### config.mk
export PLATFORM = sky130hd
export DESIGN_NAME = section_min_max_span
export DESIGN_NICKNAME = d
export VERILOG_FILES = /design/src/rtl/section_min_max_span.sv
export SDC_FILE = /design/constraint.sdc
export NUM_CORES = 1
export LEC_CHECK = 0
export ABC_AREA = 0
export CELL_PAD_IN_SITES_DETAIL_PLACEMENT = 1
export CELL_PAD_IN_SITES_GLOBAL_PLACEMENT = 1
export CORE_ASPECT_RATIO = 0.75
export CORE_UTILIZATION = 55
export DETAILED_ROUTE_END_ITERATION = 8
export PLACE_DENSITY_LB_ADDON = 0.08
export SETUP_SLACK_MARGIN = 0.15
export SLEW_MARGIN = 20
export SYNTH_ARGS = -nofsm -noshare
export SYNTH_HDL_FRONTEND = slang
export SYNTH_SLANG_ARGS = --single-unit
### constraint.sdc
create_clock -name clk -period 13.5 [get_ports clk]
set_input_delay 3.375 -clock clk [delete_from_list [all_inputs] [get_ports clk]]
set_output_delay 3.375 -clock clk [all_outputs]
set_load 0.05 [all_outputs]
### src/rtl/section_min_max_span.sv
// Span (max - min) over the last buffer_depth sections of sample_count samples.
// Stage 1 reduces each section to a {min,max} pair. Stage 2 keeps recent pairs and scans them.

module section_min_max #(
  parameter int width        = 16,
  parameter int sample_count = 4
) (
  input  logic             clk,
  input  logic             reset,
  input  logic             i_valid,
  output logic             o_in_ready,
  input  logic [width-1:0] i_value,
  output logic             o_valid,
  input  logic             i_out_ready,
  output logic [width-1:0] o_min,
  output logic [width-1:0] o_max
);
  localparam int sw = (sample_count > 1) ? $clog2(sample_count) : 1;

  logic [sw-1:0]    r_cnt;
  logic             r_run;
  logic             r_valid;
  logic [width-1:0] r_min;
  logic [width-1:0] r_max;
  logic             w_acc;
  logic [width-1:0] w_min;
  logic [width-1:0] w_max;

  // r_run keeps i_ready low while reset is held and raises it on the first edge after release
  assign o_in_ready = r_run & ~r_valid;
  assign w_acc      = i_valid & o_in_ready;
  assign o_valid    = r_valid;
  assign o_min      = r_min;
  assign o_max      = r_max;

  always_comb begin
    w_min = r_min;
    w_max = r_max;
    if (r_cnt == '0) begin
      w_min = i_value;
      w_max = i_value;
    end else begin
      if (i_value < r_min) w_min = i_value;
      if (i_value > r_max) w_max = i_value;
    end
  end

  always_ff @(posedge clk or negedge reset) begin
    if (!reset) begin
      r_cnt   <= '0;
      r_run   <= 1'b0;
      r_valid <= 1'b0;
      r_min   <= '0;
      r_max   <= '0;
    end else begin
      r_run <= 1'b1;
      if (r_valid && i_out_ready) r_valid <= 1'b0;
      if (w_acc) begin
        r_min <= w_min;
        r_max <= w_max;
        if (r_cnt == sw'(sample_count - 1)) begin
          r_cnt   <= '0;
          r_valid <= 1'b1;
        end else begin
          r_cnt <= r_cnt + sw'(1);
        end
      end
    end
  end
endmodule

// state  | meaning
// S_IDLE | waiting for a {min,max} pair from stage 1
// S_SCAN | walking filled entries, one per cycle
// S_OUT  | span presented, waiting for downstream acceptance
module section_min_max_buffer #(
  parameter int width        = 16,
  parameter int buffer_depth = 4
) (
  input  logic             clk,
  input  logic             reset,
  input  logic             i_valid,
  output logic             o_in_ready,
  input  logic [width-1:0] i_min,
  input  logic [width-1:0] i_max,
  output logic             o_valid,
  input  logic             i_out_ready,
  output logic [width-1:0] o_value
);
  localparam int aw = (buffer_depth > 1) ? $clog2(buffer_depth) : 1;
  localparam int cw = $clog2(buffer_depth + 1);

  typedef enum logic [1:0] {S_IDLE, S_SCAN, S_OUT} state_t;
  state_t r_state;
  state_t w_next;

  logic [width-1:0] r_buf_min [buffer_depth];
  logic [width-1:0] r_buf_max [buffer_depth];
  logic [aw-1:0]    r_wptr;
  logic [aw-1:0]    r_idx;
  logic [cw-1:0]    r_fill;
  logic [width-1:0] r_acc_min;
  logic [width-1:0] r_acc_max;
  logic [width-1:0] r_value;
  logic             w_acc;
  logic             w_last;
  logic [width-1:0] w_min;
  logic [width-1:0] w_max;

  assign o_in_ready = (r_state == S_IDLE);
  assign o_valid    = (r_state == S_OUT);
  assign o_value    = r_value;
  assign w_acc      = i_valid & o_in_ready;
  assign w_last     = (cw'(r_idx) == r_fill - cw'(1));
  assign w_min      = (r_buf_min[r_idx] < r_acc_min) ? r_buf_min[r_idx] : r_acc_min;
  assign w_max      = (r_buf_max[r_idx] > r_acc_max) ? r_buf_max[r_idx] : r_acc_max;

  always_ff @(posedge clk or negedge reset) begin
    if (!reset) r_state <= S_IDLE;
    else        r_state <= w_next;
  end

  always_comb begin
    w_next = r_state;
    case (r_state)
      S_IDLE:  if (w_acc) w_next = S_SCAN;
      S_SCAN:  if (w_last) w_next = S_OUT;
      S_OUT:   if (i_out_ready) w_next = S_IDLE;
      default: w_next = S_IDLE;
    endcase
  end

  always_ff @(posedge clk or negedge reset) begin
    if (!reset) begin
      for (int k = 0; k < buffer_depth; k++) begin
        r_buf_min[k] <= '0;
        r_buf_max[k] <= '0;
      end
      r_wptr    <= '0;
      r_idx     <= '0;
      r_fill    <= '0;
      r_acc_min <= '0;
      r_acc_max <= '0;
      r_value   <= '0;
    end else begin
      if (w_acc) begin
        r_buf_min[r_wptr] <= i_min;
        r_buf_max[r_wptr] <= i_max;
        r_wptr <= (r_wptr == aw'(buffer_depth - 1)) ? '0 : r_wptr + aw'(1);
        if (r_fill != cw'(buffer_depth)) r_fill <= r_fill + cw'(1);
        r_idx     <= '0;
        // Seeding with the new pair is harmless: it is rescanned as one of the filled entries
        r_acc_min <= i_min;
        r_acc_max <= i_max;
      end
      if (r_state == S_SCAN) begin
        r_acc_min <= w_min;
        r_acc_max <= w_max;
        if (w_last) r_value <= w_max - w_min;
        else        r_idx   <= r_idx + aw'(1);
      end
    end
  end
endmodule

module section_min_max_span #(
  parameter int width        = 16,
  parameter int sample_count = 4,
  parameter int buffer_depth = 4
) (
  input  logic             clk,
  input  logic             reset,
  input  logic             i_valid,
  output logic             i_ready,
  input  logic [width-1:0] i_value,
  output logic             o_valid,
  input  logic             o_ready,
  output logic [width-1:0] o_value
);
  logic             w_s1_valid;
  logic             w_s1_ready;
  logic [width-1:0] w_s1_min;
  logic [width-1:0] w_s1_max;

  section_min_max #(.width(width), .sample_count(sample_count)) u_stage1 (
    .clk         (clk),
    .reset       (reset),
    .i_valid     (i_valid),
    .o_in_ready  (i_ready),
    .i_value     (i_value),
    .o_valid     (w_s1_valid),
    .i_out_ready (w_s1_ready),
    .o_min       (w_s1_min),
    .o_max       (w_s1_max)
  );

  section_min_max_buffer #(.width(width), .buffer_depth(buffer_depth)) u_stage2 (
    .clk         (clk),
    .reset       (reset),
    .i_valid     (w_s1_valid),
    .o_in_ready  (w_s1_ready),
    .i_min       (w_s1_min),
    .i_max       (w_s1_max),
    .o_valid     (o_valid),
    .i_out_ready (o_ready),
    .o_value     (o_value)
  );
endmodule

## Yosys cells after proc, flatten, opt, wreduce, memory -nomap -nowiden

Index checks and enable logic that the tools add are counted.

- Flip-flop bits (word level): 221
- Bits in latches: 0
- RAM bits: 0
- Memory bits (read-only): 0
- Bits of input ports: 20
- Output and inout bits: 18
- Memories kept: 0

- Add/subtract/negate cells: 6
- $mul: 0
- Divide/modulo/power cells: 0
- Magnitude comparators: 7
- Eq/ne operators: 9
- Shifts and indexed selects: 0
- Muxes and demuxes: 32
- Bitwise operators: 6
- Reductions and logical operators: 12

Operators by type and width:

| operator | count |
|---|---|
| $mux 16 | 15 |
| $bwmux 64 | 2 |
| $bmux 16 s2 | 2 |
| $demux 16 s2 | 1 |
| $gt 16x16->1 | 2 |
| $lt 16x16->1 | 2 |
| $mux 2 | 8 |
| $sub 16x16->16 | 1 |
| $reduce_and 2->1 | 4 |
| $add 2x1->2 const B | 3 |
| $eq 2x2->1 const B | 3 |
| $ge 3x3->1 const B | 2 |
| $ne 2x1->1 const B | 3 |
| $not 2->3 | 2 |
| $pmux 2 s3 | 1 |
| $reduce_bool 2->1 | 3 |
| $logic_not 2->1 | 2 |
| $add 3x1->3 const B | 1 |
| $and 1x1->1 | 3 |
| $eq 2x3->1 | 1 |
| $lt 3x1->1 const B | 1 |
| $mux 1 | 3 |
| $ne 3x3->1 const B | 1 |
| $reduce_and 3->1 | 1 |
| 4 further kinds | 5 |

## Logic depth before layout (Yosys ltp)

Gate-level depths: netlist (run 1).

- Word-level depth: 7
- Depth in mapped cells: 25
- Mapped depth without buffers: 19

## Hierarchy

Synthesis (run 1) repeated with hierarchy kept, for this count alone.

- Cell total of the unflattened synthesis: 1068
- Area, all modules: 12449.4 sq um

Modules (own cells, without submodules):

| module | times used | cells each | area an instance (sq um) | seq. area each (sq um) |
|---|---|---|---|---|
| section_min_max_buffer | 1 | 809 | 9974.6 | 4629.4 |
| section_min_max | 1 | 259 | 2474.9 | 900.9 |

## Worst setup path before layout (run 1)

No wires, ideal clock.

- Path kind: register to register
- Start: register u_stage2.r_idx[0]
- End: register u_stage2.r_value[14] (netlist: u_stage2.o_value[14])
- Setup time: 0.136 ns
- Arrival: 6.396 ns
- Data required time: 13.364 ns
- Path slack: 6.968 ns
- Stages on the path, launching flop included: 26
- Path buffers: 6
- Clock period less this slack: 6.532 ns
- Cells stage by stage: dfrtp_1 > buf_6 > buf_2 > clkbuf_1 > buf_1 > mux4_2 > ha_1 > nand4_1 > nor4_1 > o31ai_1 > a31oi_4 > clkbuf_1 > buf_1 > mux2i_1 > ha_1 > inv_1 > fa_1 > inv_1 > maj3_1 > o221ai_1 > o2111ai_1 > and3_1 > maj3_2 > a211oi_2 > mux2i_1 > o211ai_1

- Cells in the longest elaborated chain, start to end: 7

Ends and longest elaborated chain:

| item | RTL line | text |
|---|---|---|
| from (decl) | 100 | `logic [aw-1:0] r_idx;` |
| from (signal assigned) | 160 | `else r_idx <= r_idx + aw'(1);` |
| $not 2->3 (not written as such) | 115, 116 |  |
| $bmux 16 s2 (on tied branches) | 116, 115 |  |
| $mux 16 (on tied branches) (2 in a row) | 116, 115 |  |
| $gt 16x16->1 / $lt 16x16->1 (equally long branches) | 116, 115 |  |
| $mux 16 (on tied branches) | 116, 115 |  |
| $sub 16x16->16 | 159 | `if (w_last) r_value <= w_max - w_min;` |
| to (signal assigned) | 159 |  |
| to (decl) | 104 | `logic [width-1:0] r_value;` |

Several ways; a longest one is shown, not always the timed one. The select of a mux whose other input is x is not followed.
A chain may end at the register's enable or synchronous reset.

## Worst setup path after layout (run 1)

- Start: input i_value[1]
- End: register u_stage1.r_min[13] (netlist: u_stage1.o_min[13])

- Cells in the longest elaborated chain, start to end: 3

Ends and longest elaborated chain:

| item | RTL line | text |
|---|---|---|
| from (decl) | 175 | `input logic [width-1:0] i_value,` |
| $lt 16x16->1 | 43 | `if (i_value < r_min) w_min = i_value;` |
| $reduce_bool 2->1 (no source line) | n/a |  |
| $reduce_and 2->1 (no source line) | n/a |  |
| to (signal assigned) | 59 | `r_min <= w_min;` |
| to (decl) | 23 | `logic [width-1:0] r_min;` |

Every way passes these cells.

==> results of run 1 <==
-- critical path, stage by stage --
cell and delay, ns:
clkdlybuf4s50_1 0.48, ha_1 0.32, a21o_1 0.15, a21o_1 0.17, a21o_1 0.17, a21o_1 0.17, a21o_1 0.17, a21o_1 0.17
a21o_1 0.18, a21o_1 0.17, a21o_1 0.17, a21o_1 0.18, a31oi_2 0.82, mux2_2 0.43
-- stage by stage --
step / hold WS [ns] / area [sq um] / cells / setup slack (ns) / utilization
detailed placement: 0.463 / 12500 / 1286 / 6.21 / 0.592
CTS: 0.483 / 13300 / 1330 / 6.74 / 0.631
finish: 0.476 / 13300 / 1331 / 6.78 / 0.632
floorplan: 0.439 / 11800 / 993 / 6.97 / -
global placement: 0.458 / 12500 / 1286 / 6.28 / 0.592
global route: 0.505 / 13300 / 1331 / 6.49 / 0.632
-- cell families after synthesis --
| kind of cell | share of synthesized area |
|---|---|
| simple gates | 0.0645 |
| mux | 0.227 |
| buf+inv | 0.0406 |
| flops | 0.467 |
| fa+ha+maj | 0.0887 |
| compound gates | 0.0963 |
| xor+xnor | 0.0162 |
| other cells | 0.000317 |
-- placed cells by master, fill, tap and decap left out, types with 5 or more instances in the layout --
cell	instances
clkinv_2	7
a21oi_1	45
nand3_1	8
nand4_1	9
xnor2_1	12
clkdlybuf4s50_1	36
o21ai_0	57
mux2_2	165
nor2_1	33
nor2b_1	14
nand2_1	56
a21o_1	18
clkbuf_16	24
ha_1	79
inv_1	78
dfrtp_1	220
clkbuf_8	7
mux2i_1	9
xor2_1	8
mux4_2	32
a22oi_1	22
a221o_1	5
nand2b_1	7
buf_4	13
and3_1	8
nor3_1	7
-- metal layers --
metal | GRT usage | wire (um)
met5 | 0 | 0
met4 | 0.0599 | 408
met3 | 0.0373 | 1270
met2 | 0.483 | 14700
met1 | 0.442 | 14800
-- how the worst min path moves through the flow --
| stage | start | end | slack, ns | cells after the start |
|---|---|---|---|---|
| 3_5_place_dp | u_stage2.r_acc_min[15] | u_stage2.r_acc_min[15] | 0.46 | 2 |
| 4_1_cts | u_stage2.o_value[7] | u_stage2.o_value[7] | 0.48 | 2 |
| 3_3_place_gp | u_stage2.r_acc_min[15] | u_stage2.r_acc_min[15] | 0.46 | 2 |
| 5_1_grt | u_stage2.o_value[3] | u_stage2.o_value[3] | 0.50 | 2 |
| 6_report | u_stage2.o_value[7] | u_stage2.o_value[7] | 0.48 | 2 |
| 2_1_floorplan | u_stage2.r_acc_min[10] | u_stage2.r_acc_min[10] | 0.44 | 2 |
-- sequential cells by signal, indices dropped and copies added (netlist names), 2 cells and up, named ones only --
| signal | flops |
|---|---|
| u_stage2.o_value | 16 |
| u_stage1.o_min | 16 |
| u_stage2.r_buf_max | 64 |
| u_stage2.r_fill | 3 |
| u_stage2.r_wptr | 2 |
| u_stage2.r_acc_min | 16 |
| u_stage2.r_buf_min | 64 |
| u_stage1.o_max | 16 |
| u_stage1.r_cnt | 2 |
| u_stage2.r_state | 2 |
| u_stage2.r_acc_max | 14 |
| u_stage2.r_idx | 2 |
-- area by class of cell --
cell class	count	share of cell area
multi-input combinational	649	0.438
timing repair buffer	51	0.0363
clock buffer	33	0.0528
tap	288	0.0270
inverter	78	0.0219
clock inverter	11	0.00900
sequential	221	0.415
==> impl_metrics.json, run 1 <==
{
  "reg2reg_slack_ns": 7.03,
  "fin_skew_ns": 0.0136,
  "syn_nets": 1093,
  "endpoint_kind": "flip-flop",
  "cts_resized": 0,
  "post-cts-setup-buffers": 0,
  "required_ns": 13.90,
  "port_buffers": 37,
  "yosys_warnings": 0,
  "routed_via_density": 6.08,
  "synthDistinctLibCells": 61,
  "grt_first_pass_wirelength_um": 50500,
  "antenna_left": 0,
  "fin_crit_ns": 6.72,
  "num-fill-cells": 2142,
  "final_nets": 1125,
  "syn2layout_area_growth_pct": 12.7,
  "yosysSeqAreaShare": 0.467,
  "cp-startpoint": "i_value[1]",
  "num_vias": 8093,
  "initial_core_util": 0.561,
  "holdBufCountCts": 0,
  "synth.avg_cell_area_sq_um": 11.9,
  "multi_input_area_sq_mm": 0.00585,
  "fin_setup_tns_ns": 0,
  "setup_viol": 0,
  "cts_tree": "done",
  "critPathLaunchType": "primary input",
  "first_pass_iters": 5,
  "grt_util_all_layers": 0.300,
  "worst-slew-pin-transition_ns": 1.02,
  "drc_errors": 0,
  "rows": 46,
  "r2r_end": "u_stage2.o_value[14]",
  "hp-class": "flip-flop to flip-flop",
  "rr_worst_depth": 20,
  "dp.final_hpwl_um": 20500,
  "yosys.cell_count.top_type": "dfrtp_1",
  "seq_area_sq_mm": 0.00553,
  "clock_sinks": 221,
  "cts-htree-levels": 1,
  "rr_startpoint": "u_stage2.r_idx[0]",
  "synth_edf_count": 0,
  "clock_latency_ns": 0.52,
  "fin_crit_sh": 0.497,
  "async_flop_share": 1.00,
  "root_buffer": "clkbuf_16",
  "ys_seq_elements": 221,
  "synth_area_sq_mm": 0.0118,
  "synth_cells": 993,
  "dieArea_sq_mm": 0.0221,
  "layout-drive-gt1-share": 0.257,
  "wl_per_cell_um": 23.5,
  "place_congestion": 0.795,
  "drt_iter0_drc": 542,
  "grt_pass1_vias": 8756,
  "tritoncts.num_buffers": 24,
  "setup.worst_path.end": "u_stage1.o_min[13]",
  "rsz0062_at_grt": "false",
  "worstPathMaxFanout": 16,
  "io_pins": 38,
  "crit_arrival_ns": 7.12,
  "clkTransAtPathRegs_ns": 0.06,
  "finalHoldViolCount": 0,
  "core_area_sq_mm": 0.0211,
  "relSlewSlack": 0.321,
  "synth_top_cell_by_area": "dfrtp_1",
  "clk_path_buf_depth": 3,
  "wirelength_um": 31200,
  "grt_max_degree": 102,
  "max_freq_mhz": 149,
  "synth.area.top_cells": "dfrtp_1 (47%), mux2_2 (16%), ha_1 (8.3%)",
  "grt-ovfl-total": 0,
  "synth_top_area_frac": 0.467,
  "die_w_um": 171,
  "synth_ff_type": "dfrtp_1",
  "criticalPathCategory": "primary input to flip-flop",
  "slew_violations": 0,
  "synthTopCellsByCount": "dfrtp_1 (221), mux2_2 (165), ha_1 (79)",
  "antenna_cells": 0,
  "antenna_found_initial": 0,
  "status": "complete, no violations",
  "fp.dieH_um": 129,
  "drv_cap": 0
}
Power of run 1 is not shown: default switching activity piles up to over one toggle a cycle in this logic, so the estimate is an artifact.
==> inputs of run 2 (changes only) <==
Settings changed: CORE_UTILIZATION 55 to 46.
Clock period 13.5 ns to 5.5 ns, I/O delays scaled along.
==> run 2 against run 1 <==
Net effect:
- first-iteration DRC count decreased by 30%
- global-route usage decreased by 5.3 points
- die area increased by 19%
- final cell count increased by 6.7%
- flip-flop and latch count unchanged
- core utilization decreased by 6.9 points
- clock-buffer cell count increased by 3
- design area increased by 5.9%
- via count increased by 0.61%
- critical endpoint is now u_stage2.o_value[15]
==> impl_metrics.json, run 2 (synthesis gave the netlist of run 1 again) <==
{
  "clk_path_buf_depth": 3,
  "cts_tree": "done",
  "max_freq_mhz": 190,
  "grt_util_all_layers": 0.247,
  "crit_path_max_incr_delay_ns": 0.57,
  "largestRegisters": "u_stage2.r_buf_max (64), u_stage2.r_buf_min (64)",
  "drt_iter0_drc": 381,
  "io_pins": 38,
  "mostFrequentLayoutCell": "dfrtp_1",
  "rr_worst_depth": 20,
  "clock_sinks": 221,
  "dieArea_sq_mm": 0.0264,
  "num_vias": 8142,
  "required_ns": 5.98,
  "antenna_found_initial": 0,
  "rsz0062_at_grt": "true",
  "wirelength_um": 31700,
  "hp-class": "flip-flop to flip-flop",
  "clock_latency_ns": 0.55,
  "critical-path-top-delay-family": "compound AO/OA/AOI/OAI gates",
  "port_buffers": 37,
  "endpoint_kind": "flip-flop",
  "fin_crit_sh": 0.957,
  "fp.dieH_um": 141,
  "critPathLaunchType": "flip-flop",
  "wl_per_cell_um": 22.4,
  "status": "complete, no violations",
  "initial_core_util": 0.472,
  "clkTransAtPathRegs_ns": 0.06,
  "whs_path_depth": 2,
  "num-fill-cells": 2534,
  "dp.final_hpwl_um": 21200,
  "tritoncts.num_buffers": 25,
  "crit_chain": "buf_8 -> buf_12 -> mux4_2 -> ha_4 -> nand4_1 -> nor4_2 -> o31ai_2 -> a31oi_4 -> buf_4 -> o21ai_2 -> ha_1 -> a21oi_1 -> maj3_1 -> o221ai_1 -> a31o_2 -> a41oi_2 -> o31ai_2 -> nand2_1 -> or4_1 -> nand3_1",
  "worstPathMaxFanout": 7,
  "setup_viol": 0,
  "routed_via_density": 5.73,
  "first_pass_iters": 4,
  "holdBufCountCts": 0,
  "hp-start": "u_stage2.o_value[4]",
  "finalHoldViolCount": 0,
  "crit_arrival_ns": 5.75,
  "syn2layout_area_growth_pct": 19.3,
  "worst-slew-pin-transition_ns": 0.958,
  "die_w_um": 187,
  "min_delay_worst_endpoint": "u_stage2.o_value[4]",
  "relSlewSlack": 0.362,
  "root_buffer": "clkbuf_16",
  "drc_errors": 0,
  "layout-drive-gt1-share": 0.313,
  "cp_slowest_cell": "mux4_2",
  "fin_skew_ns": 0.0127,
  "antenna_left": 0,
  "criticalPathCategory": "flip-flop to flip-flop",
  "rr_startpoint": "u_stage2.r_idx[0]",
  "slew_violations": 0,
  "drv_cap": 0,
  "r2r_end": "u_stage2.o_value[15]",
  "cp_common_cell": "o31ai_2",
  "fin_crit_ns": 5.27,
  "core_area_sq_mm": 0.0251,
  "final_cell_mix": "dfrtp_1 (219), mux2_2 (164), inv_1 (76)",
  "grt_first_pass_wirelength_um": 50300,
  "grt_pass1_vias": 8552,
  "grt_max_degree": 125,
  "fin_setup_tns_ns": 0,
  "final_nets": 1163,
  "grt-ovfl-total": 0,
  "rows": 50,
  "reg2reg_slack_ns": 0.23,
  "cts-htree-levels": 1,
  "critPathBufInv": 3,
  "place_congestion": 0.817
}
[run 2: cell types whose count changed in the layout (fill, tap and decap cells not counted), sizes merged]
cell / before / now
clkinv: 8 / 4
bufinv: 2 / 3
diode: 0 / 2
buf: 15 / 50
clkbuf: 33 / 38
[run 2: through the flow]
| stage | hold slack, ns | utilization | cells | instance area (sq um) | worst slack, ns |
|---|---|---|---|---|---|
| after floorplan | 0.439 | - | 993 | 11900 | 0.157 |
| after global placement | 0.455 | 0.509 | 1354 | 12800 | 0.108 |
| after detailed placement | 0.470 | 0.509 | 1354 | 12800 | 0.0369 |
| after CTS | 0.485 | 0.545 | 1400 | 13700 | 0.160 |
| after global routing | 0.519 | 0.563 | 1418 | 14100 | 0.0161 |
| final | 0.477 | 0.563 | 1420 | 14100 | 0.234 |
[run 2: timing repair]
item,in CTS,in global routing
hold endpoints to repair,0,0
buffers inserted,2,16
gates resized for setup,2,51
cloned,0,2
endpoints found under the setup margin,2,2
pin swaps,0,20
[run 2: tightest hold or removal path: stages (launching register included)]
cell	delay, ns
dfrtp_1	0.33
nand2_1	0.05
o21ai_0	0.06
[run 2: how the worst max path moves through the flow]
stage / start / to / cells after the start
4_1_cts: u_stage2.r_idx[1] / u_stage2.o_value[15] / 19
3_3_place_gp: u_stage2.r_idx[0] / u_stage2.o_value[15] / 20
6_report: u_stage2.r_idx[0] / u_stage2.o_value[15] / 20
3_5_place_dp: u_stage2.r_idx[0] / u_stage2.o_value[15] / 20
2_1_floorplan: u_stage2.r_idx[0] / u_stage2.o_value[14] / 24
5_1_grt: u_stage2.r_idx[0] / u_stage2.o_value[15] / 20
[run 2: layer usage]
layer  vias to the layer above  wire length, um  global-route usage
met5                         -                0                   0
met4                         0              484              0.0440
met3                        40             1310              0.0368
met2                       157            13800               0.380
met1                      4227            16200               0.373
li1                       3718                -                   -
[run 2: cell type report]
| class | instances | area [sq um] | share of cell area |
|---|---|---|---|
| sequential | 221 | 5540 | 0.392 |
| clock buffer | 36 | 747 | 0.0529 |
| multi-input combinational | 649 | 6090 | 0.431 |
| antenna | 2 | 5.00 | 0.000354 |
| timing repair buffer | 88 | 895 | 0.0633 |
| tap | 338 | 423 | 0.0299 |
| clock inverter | 8 | 130 | 0.00921 |
| inverter | 78 | 295 | 0.0209 |
Power of run 2 is left out for the same reason.
